[src/rtl/sd_cmd_pkg.sv]
// Shared types and widths for the SD command scheduler and its arbiter.
package sd_cmd_pkg;

    localparam int CMD_IDX_W = 6;
    localparam int CMD_ARG_W = 32;
    localparam int RESP_W    = 128;

    typedef enum logic [1:0] {
        RESP_NONE = 2'd0,
        RESP_R48  = 2'd1,
        RESP_R136 = 2'd2
    } resp_type_e;

    typedef enum logic [1:0] {
        ST_OK      = 2'd0,
        ST_TIMEOUT = 2'd1,
        ST_CRCERR  = 2'd2
    } resp_status_e;

    typedef enum logic [2:0] {
        S_IDLE      = 3'd0,
        S_ISSUE     = 3'd1,
        S_WAIT_RESP = 3'd2,
        S_COMPLETE  = 3'd3,
        S_GAP       = 3'd4
    } sched_state_e;

    // The reserved encoding 3 behaves as a 48-bit response.
    function automatic resp_type_e norm_resp_type(input logic [1:0] t);
        if (t == 2'd0) return RESP_NONE;
        if (t == 2'd2) return RESP_R136;
        return RESP_R48;
    endfunction

endpackage

[src/rtl/sd_rr_arbiter2.sv]
// Two-way round-robin arbiter; the pointer moves only when adv_i accepts a grant.
module sd_rr_arbiter2 (
    input  logic       clk_i,
    input  logic       rst_ni,
    input  logic [1:0] req_i,
    input  logic       adv_i,
    output logic [1:0] gnt_o
);

    logic ptr_q;

    always_comb begin
        gnt_o = 2'b00;
        if (req_i[ptr_q]) begin
            gnt_o[ptr_q] = 1'b1;
        end else if (req_i[~ptr_q]) begin
            gnt_o[~ptr_q] = 1'b1;
        end
    end

    // After serving requester 0 favour 1, and vice versa.
    always_ff @(posedge clk_i or negedge rst_ni) begin
        if (!rst_ni) begin
            ptr_q <= 1'b0;
        end else if (adv_i && (gnt_o != 2'b00)) begin
            ptr_q <= gnt_o[0];
        end
    end

endmodule

[src/rtl/sd_cmd_scheduler.sv]
// Serialises two requesters onto the SD command path: issue, wait, report, Ncc gap.
// Optional CRC-error retry is enabled by defining SD_CMD_RETRY_EN.
module sd_cmd_scheduler
    import sd_cmd_pkg::*;
#(
    parameter int gRespTimeout = 64,
    parameter int gNccCycles   = 8,
    parameter int gMaxRetries  = 2
) (
    input  logic                      Clk,
    input  logic                      nResetAsync,
    input  logic [1:0]                iReqValid,
    input  logic [1:0][CMD_IDX_W-1:0] iReqIndex,
    input  logic [1:0][CMD_ARG_W-1:0] iReqArg,
    input  logic [1:0][1:0]           iReqRespType,
    output logic [1:0]                oReqGrant,
    output logic [1:0]                oReqDone,
    output logic [1:0]                oRespStatus,
    output logic [RESP_W-1:0]         oRespData,
    output logic                      oCmdValid,
    output logic [CMD_IDX_W-1:0]      oCmdIndex,
    output logic [CMD_ARG_W-1:0]      oCmdArg,
    output logic [1:0]                oCmdExpectResp,
    input  logic                      iCmdAck,
    input  logic                      iRespValid,
    input  logic                      iRespCrcErr,
    input  logic [RESP_W-1:0]         iRespData,
    output logic [2:0]                oDbgState
);

`ifdef SD_CMD_RETRY_EN
    localparam bit RETRY_EN = 1'b1;
`else
    localparam bit RETRY_EN = 1'b0;
`endif

    localparam int CNT_MAX = (gRespTimeout > gNccCycles) ? gRespTimeout : gNccCycles;
    localparam int CNT_W   = $clog2(CNT_MAX + 1);
    localparam logic [CNT_W-1:0] TO_LAST  = CNT_W'(gRespTimeout - 1);
    localparam logic [CNT_W-1:0] GAP_LAST = CNT_W'(gNccCycles - 1);

    sched_state_e           state_q;
    logic                   sel_q;
    logic [CMD_IDX_W-1:0]   idx_q;
    logic [CMD_ARG_W-1:0]   arg_q;
    resp_type_e             type_q;
    logic [CNT_W-1:0]       cnt_q;
    logic [3:0]             retry_q;
    logic                   retry_pend_q;
    logic [1:0]             grant_q;
    logic [1:0]             done_q;
    logic                   cmd_valid_q;
    resp_status_e           status_q;
    logic [RESP_W-1:0]      data_q;
    logic [1:0]             arb_gnt;

    sd_rr_arbiter2 u_arb (
        .clk_i  (Clk),
        .rst_ni (nResetAsync),
        .req_i  (iReqValid),
        .adv_i  (state_q == S_IDLE),
        .gnt_o  (arb_gnt)
    );

    // Command handshake: oCmdValid rises with the fields latched and holds them
    // stable until iCmdAck is sampled high; valid drops on the following cycle.
    always_ff @(posedge Clk or negedge nResetAsync) begin
        if (!nResetAsync) begin
            state_q      <= S_IDLE;
            sel_q        <= 1'b0;
            idx_q        <= '0;
            arg_q        <= '0;
            type_q       <= RESP_NONE;
            cnt_q        <= '0;
            retry_q      <= '0;
            retry_pend_q <= 1'b0;
            grant_q      <= '0;
            done_q       <= '0;
            cmd_valid_q  <= 1'b0;
            status_q     <= ST_OK;
            data_q       <= '0;
        end else begin
            grant_q <= '0;
            done_q  <= '0;
            case (state_q)
                S_IDLE: begin
                    if (arb_gnt != 2'b00) begin
                        grant_q     <= arb_gnt;
                        sel_q       <= arb_gnt[1];
                        idx_q       <= iReqIndex[arb_gnt[1]];
                        arg_q       <= iReqArg[arb_gnt[1]];
                        type_q      <= norm_resp_type(iReqRespType[arb_gnt[1]]);
                        retry_q     <= '0;
                        cmd_valid_q <= 1'b1;
                        state_q     <= S_ISSUE;
                    end
                end
                S_ISSUE: begin
                    if (iCmdAck) begin
                        cmd_valid_q <= 1'b0;
                        cnt_q       <= '0;
                        if (type_q == RESP_NONE) begin
                            done_q[sel_q] <= 1'b1;
                            status_q      <= ST_OK;
                            data_q        <= '0;
                            state_q       <= S_COMPLETE;
                        end else begin
                            state_q <= S_WAIT_RESP;
                        end
                    end
                end
                S_WAIT_RESP: begin
                    if (iRespValid) begin
                        if (RETRY_EN && iRespCrcErr && (int'(retry_q) < gMaxRetries)) begin
                            retry_q      <= retry_q + 4'd1;
                            retry_pend_q <= 1'b1;
                            cnt_q        <= '0;
                            state_q      <= S_GAP;
                        end else begin
                            done_q[sel_q] <= 1'b1;
                            status_q      <= iRespCrcErr ? ST_CRCERR : ST_OK;
                            data_q        <= (type_q == RESP_R136) ? iRespData
                                                                   : {96'd0, iRespData[31:0]};
                            state_q       <= S_COMPLETE;
                        end
                    end else if (cnt_q == TO_LAST) begin
                        done_q[sel_q] <= 1'b1;
                        status_q      <= ST_TIMEOUT;
                        data_q        <= '0;
                        state_q       <= S_COMPLETE;
                    end else begin
                        cnt_q <= cnt_q + 1'b1;
                    end
                end
                S_COMPLETE: begin
                    cnt_q   <= '0;
                    state_q <= S_GAP;
                end
                S_GAP: begin
                    if (cnt_q == GAP_LAST) begin
                        if (retry_pend_q) begin
                            retry_pend_q <= 1'b0;
                            cmd_valid_q  <= 1'b1;
                            state_q      <= S_ISSUE;
                        end else begin
                            state_q <= S_IDLE;
                        end
                    end else begin
                        cnt_q <= cnt_q + 1'b1;
                    end
                end
                default: state_q <= S_IDLE;
            endcase
        end
    end

    assign oReqGrant      = grant_q;
    assign oReqDone       = done_q;
    assign oRespStatus    = status_q;
    assign oRespData      = data_q;
    assign oCmdValid      = cmd_valid_q;
    assign oCmdIndex      = idx_q;
    assign oCmdArg        = arg_q;
    assign oCmdExpectResp = type_q;
    assign oDbgState      = state_q;

endmodule

[config.mk]
export PLATFORM = sky130hd
export DESIGN_NAME = sd_cmd_scheduler
export DESIGN_NICKNAME = d
export VERILOG_FILES = /design/src/rtl/sd_cmd_pkg.sv /design/src/rtl/sd_rr_arbiter2.sv /design/src/rtl/sd_cmd_scheduler.sv
export SDC_FILE = /design/constraint.sdc
export NUM_CORES = 1
export LEC_CHECK = 0
export CAP_MARGIN = 20
export CORE_MARGIN = 5
export CORE_UTILIZATION = 35
export DETAILED_ROUTE_END_ITERATION = 8
export HOLD_SLACK_MARGIN = 0.05
export PLACE_DENSITY = 0.78
export SKIP_CTS_REPAIR_TIMING = 1
export SLEW_MARGIN = 20
export SYNTH_ARGS = -nofsm -noshare
export SYNTH_HDL_FRONTEND = slang
export SYNTH_SLANG_ARGS = --single-unit
[constraint.sdc]
create_clock -name Clk -period 2.14 [get_ports Clk]
set_clock_uncertainty 0.2 [all_clocks]
set_input_delay 0.214 -clock Clk [delete_from_list [all_inputs] [get_ports Clk]]
set_output_delay 0.214 -clock Clk [all_outputs]
set_load 0.03 [all_outputs]
# After elaboration in Yosys (flattened, before gate mapping)
# Index checks and enable logic that the tools add are counted.
# totals
reg_bits	187
# op_classes
n_reduce_logical	16
n_lt_le_gt_ge	7
n_eq_ne	16
bitwise	2
n_mux	63
n_addsub	1
# ops
op	n
128-bit 2-to-1 mux	5
128-bit one-hot mux with 2 select lines	1
32-bit 2-to-1 mux	2
2-bit 2-to-1 mux	19
7-bit 2-to-1 mux	4
7-bit one-hot mux with 4 select lines	1
1-bit 2-to-1 mux	17
3-bit 2-to-1 mux	5
3-bit one-hot mux with 5 select lines	1
2-bit != test (second input constant)	7
6-bit 2-to-1 mux	2
5-bit AND reduction	2
1-bit by 2-bit less-than comparator with 1-bit output (second input constant)	4
2-bit one-hot mux with 2 select lines	2
4-bit AND reduction	2
7-bit by 1-bit adder with 7-bit output (second input constant)	1
7-bit by 3-bit equality test with 1-bit output (second input constant)	1
7-bit by 6-bit equality test with 1-bit output (second input constant)	1
3-bit by 2-bit equality test with 1-bit output (second input constant)	2
2-bit equality test (second input constant)	2
1-bit logical AND	4
2-bit zero test	2
2-bit nonzero test	2
4-bit nonzero test	1
10 further kinds	15

# Longest topological paths before layout
# Gate-level depths: netlist of run 1.
# depth
depth_word	18
mapped_depth	8

# By module
# A second synthesis of run 1 with hierarchy kept.
# unflattened
hier_cells	564
hier_area_um2	7309.5
# modules_own_cells
module	area_per_inst_um2	cells_each	instances
sd_cmd_scheduler	7254.5	558	1
sd_rr_arbiter2	55.1	6	1

# Worst setup path after synthesis of run 1
# OpenSTA, ideal clock, no wires.
# synth_path
path_kind	reg-to-reg
start	register state_q[2], in the netlist oDbgState[2]
end	register data_q[23], in the netlist oRespData[23]
setup_ns	0.121
setup_slack_ns	-0.022
period_less_slack_ns	2.162
path_stages_with_launch	9
arrival_time_ns	1.841
cell_sequence	dfrtp_1 buf_6 nor2_1 nand3_1 o32a_1 buf_2 buf_4 buf_2 a22o_1
# synth_via
elab_chain_cells	3
# synth_rtl
element	line	rtl
start: declaration	sd_cmd_scheduler.sv:42	sched_state_e state_q;
start signal: assignment	sd_cmd_scheduler.sv:69	state_q <= S_IDLE;
start signal: assignment	sd_cmd_scheduler.sv:95	state_q <= S_ISSUE;
start signal: assignment	sd_cmd_scheduler.sv:106	state_q <= S_COMPLETE;
3-bit by 2-bit equality test with 1-bit output / 3-bit by 1-bit equality test with 1-bit output (equally long branches)	sd_cmd_scheduler.sv:85	case (state_q)
3-bit != test (no line) (tied with other cells)	--	
4-bit AND reduction (no line)	--	
end signal: assignment	sd_cmd_scheduler.sv:122	data_q <= (type_q == RESP_R136) ? iRespData
end: declaration	sd_cmd_scheduler.sv:54	logic [RESP_W-1:0] data_q;
# Several ways; a longest one is shown, not always the timed one.
# A chain may end at the register's enable or synchronous reset.

# Worst setup path after layout of run 1
# layout_path
start	register cnt_q[0]
end	register cnt_q[4]
# layout_via
elab_chain_cells	4
# layout_rtl
element	line	rtl
start: declaration	sd_cmd_scheduler.sv:47	logic [CNT_W-1:0] cnt_q;
start signal: assignment	sd_cmd_scheduler.sv:132	cnt_q <= cnt_q + 1'b1;
start signal: assignment	sd_cmd_scheduler.sv:149	cnt_q <= cnt_q + 1'b1;
7-bit by 1-bit adder with 7-bit output	sd_cmd_scheduler.sv:132, sd_cmd_scheduler.sv:149	
7-bit 2-to-1 mux	sd_cmd_scheduler.sv:126	end else if (cnt_q == TO_LAST) begin
7-bit 2-to-1 mux	sd_cmd_scheduler.sv:113	if (iRespValid) begin
7-bit one-hot mux with 4 select lines	sd_cmd_scheduler.sv:85	
# Several ways; a longest one is shown, not always the timed one. The select of a mux whose other input is x is not followed.

==> qor.yml, run 1 <==
pwr:
  power.leakage_uw: 0.00555
  clock_power_share_pct: 20.5
  p_sw_share_pct: 39.7
  powerDensity_mw_per_mm2: 1270
  ir_drop_mv: 0.732
  seq_power_share_pct: 33.2
  internal_power_uw: 9530
  power.total_uw: 15800
  p_sw_uw: 6270
  power_frac_comb_pct: 46.3
sta:
  setup_tns_ps: 0
  worst_slew_pin_slew_ps: 576
  rsz0062_at_grt: "yes"
  finalSetupViolations: 0
  hold_violations: 0
  layout_min_cycle_time_ps: 2100
  relSlewSlack_pct: 61.3
  drv_slew: 0
  fin_crit_sh_pct: 98.0
  max_freq_mhz: 477
yosys:
  syn_avg_cell_area_sq_um: 12.9
  synth_top_cell_by_area: "dfrtp_1"
  yosys.area.top_type_share_pct: 64.7
  synth_warnings: 0
  synth_area_leaders: "dfrtp_1 (65%), a22o_1 (16%), mux2i_1 (5.4%)"
  ys_ff_latch: 187
  synth_edf_count: 0
  synth-seq-area-share_pct: 64.7
  synth_async_sr_flop_share_pct: 100
  synthesis.nets: 777
  synth_flop_cell: "dfrtp_1"
  syn_inst: 561
  synth_area_sq_mm: 0.00723
  yosysUniqueCellTypes: 38
cells_and_area:
  final_cells: 1245
  fill_cells: 1640
  drive_gt1_share_pct: 7.79
  antenna_cells: 0
  area_growth_pct: 71.7
  final_cell_mix: "clkdlybuf4s50_1 (390), dfrtp_1 (186), a22o_1 (129)"
  finalNetCount: 1178
  final_common_cell: "clkdlybuf4s50_1"
die:
  die-width_um: 154
  io_pins: 393
  num_rows: 52
  die_h_um: 154
  dieArea_sq_mm: 0.0236
  core_sq_mm: 0.0203
  start_util_pct: 35.6
route:
  wl_per_cell_um: 20.2
  dr.pass1.iters: 5
  drc: 0
  detail_route.iter0.violations: 261
  ant_nets: 0
  vias: 6214
  totalWireLength_um: 25100
  vias_per_cell: 4.99
job:
  maxCapViolations: 0
place:
  portBuffers: 392
  post-dp-hpwl_um: 19100
  dp.cells: 1211
  gp_congestion: 0.872
global_routing:
  grt_usage_pct: 20.4
  grt_pass1_wl_um: 37600
  antenna_found_initial: 0
  grt_pass1_vias: 6365
  grt_max_degree: 60
  overflow: 0
clock_tree:
  clock_latency_ps: 420
  numCtsBuffers: 17
  clk_pin_slew_worst_paths_ps: 80
  htree_num_levels: 4
  root_buffer: "clkbuf_16"
  tritoncts: "yes"
  cts_buffer_depth: 2
  cts_sinks: 187
critical_path:
  crit_type: "flip-flop to flip-flop"
  worst-path-max-fanout: 7
  end_kind: "flip-flop"
  crit_path_start_kind: "flip-flop"
  cp.arrival_ps: 2240
  required_ps: 2280
hold_path:
  hold_class: "primary input to async pin"
outcome:
  status: "completed"
synthesized netlist by cell type, drive strengths merged (4+ instances only):
| library cell | count |
|---|---|
| nand2 | 48 |
| dfrtp | 187 |
| clkbuf | 19 |
| o21ai | 47 |
| nand3 | 7 |
| mux2i | 39 |
| a22o | 129 |
| nor3 | 4 |
| nor2 | 8 |
| a21oi | 14 |
| inv | 6 |
| buf | 24 |
power by group through the flow:
| stage | registers (uW) | clock network, uW | logic [uW] |
|---|---|---|---|
| global route | 5390 | 3470 | 7720 |
| floorplan | 7320 | 0 | 1780 |
| global placement | 5270 | 0 | 7200 |
| CTS | 5250 | 3320 | 7310 |
| detailed placement | 5300 | 0 | 7290 |
| finish | 5250 | 3240 | 7320 |
state kept, by name (all words and copies together) (netlist names):
| name | cells |
|---|---|
| oCmdIndex | 6 |
| u_arb.ptr_q | 1 |
| oDbgState | 3 |
| oReqGrant | 2 |
| oRespData | 128 |
| oRespStatus | 2 |
| oCmdExpectResp | 2 |
| cnt_q | 7 |
| sel_q | 1 |
| oCmdValid | 1 |
| oCmdArg | 32 |
| oReqDone | 2 |
kinds of logic after synthesis:
family / Yosys count / synth area share (%)
flops: 187 / 64.7
xor+xnor: 2 / 0.242
simple gates: 82 / 5.33
compound gates: 201 / 21.0
mux: 39 / 5.40
buf+inv: 49 / 3.11
fa+ha+maj: 1 / 0.173
path summary, 6_finish.rpt:
kind,startpoint,to,slack [ps],depth (start not counted)
setup reg to reg,cnt_q[0],cnt_q[4],40,7
hold / removal,nResetAsync,oRespData[112],130,2
setup / recovery,cnt_q[0],cnt_q[4],40,7
min in group Clk,iRespData[23],oRespData[23],190,2
max in group asynchronous,nResetAsync,oRespData[49],940,3
hold reg to reg,sel_q,oReqDone[0],220,1
final cells by class:
| class | instances | area (sq um) | share of cell area (%) |
|---|---|---|---|
| Tap cell | 270 | 338 | 2.72 |
| Timing Repair Buffer | 425 | 4380 | 35.3 |
| Sequential cell | 187 | 4680 | 37.7 |
| Inverter | 6 | 22.5 | 0.181 |
| Multi-Input combinational cell | 325 | 2380 | 19.2 |
| Clock inverter | 14 | 175 | 1.41 |
| Clock buffer | 18 | 439 | 3.54 |
per-layer routing:
metal	vias to the layer above	part of all wire, %	global-route usage [%]
met3	28	9.6	6.86
met1	3008	37	24.0
li1	2883	-	-
met2	295	51	34.8
met5	-	0	0
met4	0	2.6	7.19
critical path: stages (launching register included):
cell     delay, ps
dfrtp_1        390
ha_1           210
and3b_1        210
buf_4          160
a21oi_2        220
a31oi_2        120
or3_1          380
a21oi_1        140
per-stage QoR:
stage	util (%)	worst slack (ps)	hold WS, ps	area (sq um)
2_1_floorplan	-	26.9	-282	7230
3_5_place_dp	57.7	0.794	23.6	11700
4_1_cts	60.8	-21.3	-440	12300
3_3_place_gp	57.7	113	20.1	11700
6_report	61.2	41.8	131	12400
5_1_grt	61.2	-39.2	159	12400
Power figures use the tool's default switching activity.
==> inputs of run 2 (changes only) <==
--- a/config.mk
+++ b/config.mk
@@ -11,6 +11,7 @@
 export DETAILED_ROUTE_END_ITERATION = 8
 export HOLD_SLACK_MARGIN = 0.05
 export PLACE_DENSITY = 0.78
+export RECOVER_POWER = 25
 export SKIP_CTS_REPAIR_TIMING = 1
 export SLEW_MARGIN = 20
 export SYNTH_ARGS = -nofsm -noshare
==> run 2 against run 1 <==
Core utilization fell by 0.15 points. Count of clock-buffer cells in the layout unchanged. Combinational power barely moved. Cell area is 0.24% lower. Critical endpoint unchanged. Sequential power barely moved. Final cell count is the same. Largest power group unchanged.
==> qor.yml, run 2 (synthesis results as in run 1) <==
cells_and_area:
  area_growth_pct: 71.2  # was 71.7%
  final_cell_mix: "clkdlybuf4s50_1 (390), dfrtp_1 (186), a22o_1 (129)"  # unchanged
  largest_register_ffs: 128  # unchanged
  drive_gt1_share_pct: 7.69  # was 7.79%
  antenna_cells: 0  # unchanged
  final_common_cell: "clkdlybuf4s50_1"  # unchanged
  final_cells: 1245  # unchanged
  design_area_sq_mm: 0.0124  # about the same
  finalNetCount: 1178  # unchanged
pwr:
  clock_power_share_pct: 20.5  # about the same
  internal_power_uw: 9520  # was 9530 uW
  p_sw_uw: 6280  # was 6270 uW
  p_sw_share_pct: 39.8  # was 39.7%
  power_frac_comb_pct: 46.3  # about the same
  power.leakage_uw: 0.00553  # was 0.00555 uW
  ir_drop_mv: 0.732  # about the same
  power.total_uw: 15800  # about the same
  seq_power_share_pct: 33.2  # about the same
  powerDensity_mw_per_mm2: 1280  # was 1270 mW/mm^2
clock_tree:
  cts_sinks: 187  # unchanged
  tritoncts: "yes"  # unchanged
  numCtsBuffers: 17  # unchanged
  clock_latency_ps: 420  # about the same
  cts_buffer_depth: 2  # unchanged
  clk_pin_slew_worst_paths_ps: 80  # about the same
  htree_num_levels: 4  # unchanged
  root_buffer: "clkbuf_16"  # unchanged
critical_path:
  crit_type: "flip-flop to flip-flop"  # unchanged
  critPathLaunch: "cnt_q[0]"  # unchanged
  r2r-start: "cnt_q[0]"  # unchanged
  cp.arrival_ps: 2250  # was 2240 ps
  worst-path-max-fanout: 7  # unchanged
  end_kind: "flip-flop"  # unchanged
  r2r_slack_ps: 40  # about the same
  crit_path_start_kind: "flip-flop"  # unchanged
  required_ps: 2280  # about the same
route:
  vias: 6205  # was 6214
  dr.pass1.iters: 4  # was 5
  totalWireLength_um: 25100  # about the same
  drc: 0  # unchanged
  wl_per_cell_um: 20.2  # about the same
  detail_route.iter0.violations: 264  # was 261
  ant_nets: 0  # unchanged
  vias_per_cell: 4.98  # was 4.99
hold_path:
  worstHoldStart: "iRespData[23]"
  hold_class: "primary input to flip-flop"  # was primary input to async pin
sta:
  fin_crit_sh_pct: 98.3  # was 98.0%
  hold_violations: 0  # unchanged
  worst_slew_pin_slew_ps: 1300  # was 576 ps
  finalSetupViolations: 0  # unchanged
  relSlewSlack_pct: 13.3  # was 61.3%
  rsz0062_at_grt: "yes"  # unchanged
  drv_slew: 0  # unchanged
  layout_min_cycle_time_ps: 2100  # about the same
  max_freq_mhz: 476  # was 477 MHz
global_routing:
  grt_max_degree: 60  # unchanged
  antenna_found_initial: 0  # unchanged
  grt_pass1_vias: 6365  # unchanged
  overflow: 0  # unchanged
  grt_pass1_wl_um: 37600  # unchanged
  grt_usage_pct: 20.4  # unchanged
die:
  io_pins: 393  # unchanged
  die-width_um: 154  # unchanged
  dieArea_sq_mm: 0.0236  # unchanged
  die_h_um: 154  # unchanged
  start_util_pct: 35.6  # unchanged
  num_rows: 52  # unchanged
  core_sq_mm: 0.0203  # unchanged
outcome:
  status: "completed"  # unchanged
place:
  placed_cell_area_sq_mm: 0.0117  # unchanged
  portBuffers: 392  # unchanged
  gp_congestion: 0.872  # unchanged
  post-dp-hpwl_um: 19100  # unchanged
  dp.cells: 1211  # unchanged
job:
  maxCapViolations: 0  # unchanged
==> run 2: cell types whose count changed in the layout (fill, tap and decap cells not counted) <==
cell | previous run | this run
buf_6 | 0 | 2
buf_12 | 13 | 11
buf_2 | 0 | 1
buf_4 | 17 | 16
clkbuf_8 | 2 | 1
clkbuf_1 | 0 | 1
==> run 2: critical path, stage by stage, from the launching register on <==
cell and delay (ps):
dfrtp_1 390, ha_1 210, and3b_1 210, buf_4 160
a21oi_2 220, a31oi_2 120, or3_1 380, a21oi_1 140
==> run 2: cell type report <==
cell class              instances  area, sq um
fillers                      1646         7920
repair buffers                425         4350
clock inverters                14          175
multi-input cells             325         2380
inverters                       6         22.5
flip-flops and latches        187         4680
clock buffers                  18          439
well taps                     270          338
==> run 2: final timing paths <==
kind | to | cells after the start
setup / recovery | cnt_q[4] | 7
hold / removal | oRespData[23] | 2
setup reg to reg | cnt_q[4] | 7
hold reg to reg | oReqDone[0] | 1
max in group asynchronous | oCmdArg[16] | 3
min in group asynchronous | oRespData[114] | 2
==> run 2: metal layers <==
metal | GRT usage, % | vias to the layer above | wire length [um]
met5 | 0 | - | 0
met4 | 7.19 | 0 | 641
met3 | 6.86 | 28 | 2380
met2 | 34.8 | 298 | 12700
met1 | 24.0 | 2997 | 9450
li1 | - | 2882 | -
==> run 2: power by group through the flow <==
stage	Clock [uW]	Combinational (uW)	Sequential [uW]
final	3240	7310	5250
after detailed placement	0	7290	5300
after global routing	3470	7710	5390
after floorplan	0	1780	7320
after CTS	3320	7310	5250
after global placement	0	7200	5270
==> run 2: per-stage QoR <==
stage	setup TNS, ps	hold slack [ps]	util [%]	worst slack (ps)
floorplan	0	-282	-	26.9
global placement	0	20.1	57.7	113
detailed placement	0	23.6	57.7	0.794
CTS	-84.5	-440	60.8	-21.3
global route	-225	171	61.0	-39.2
finish	0	187	61.0	37.1
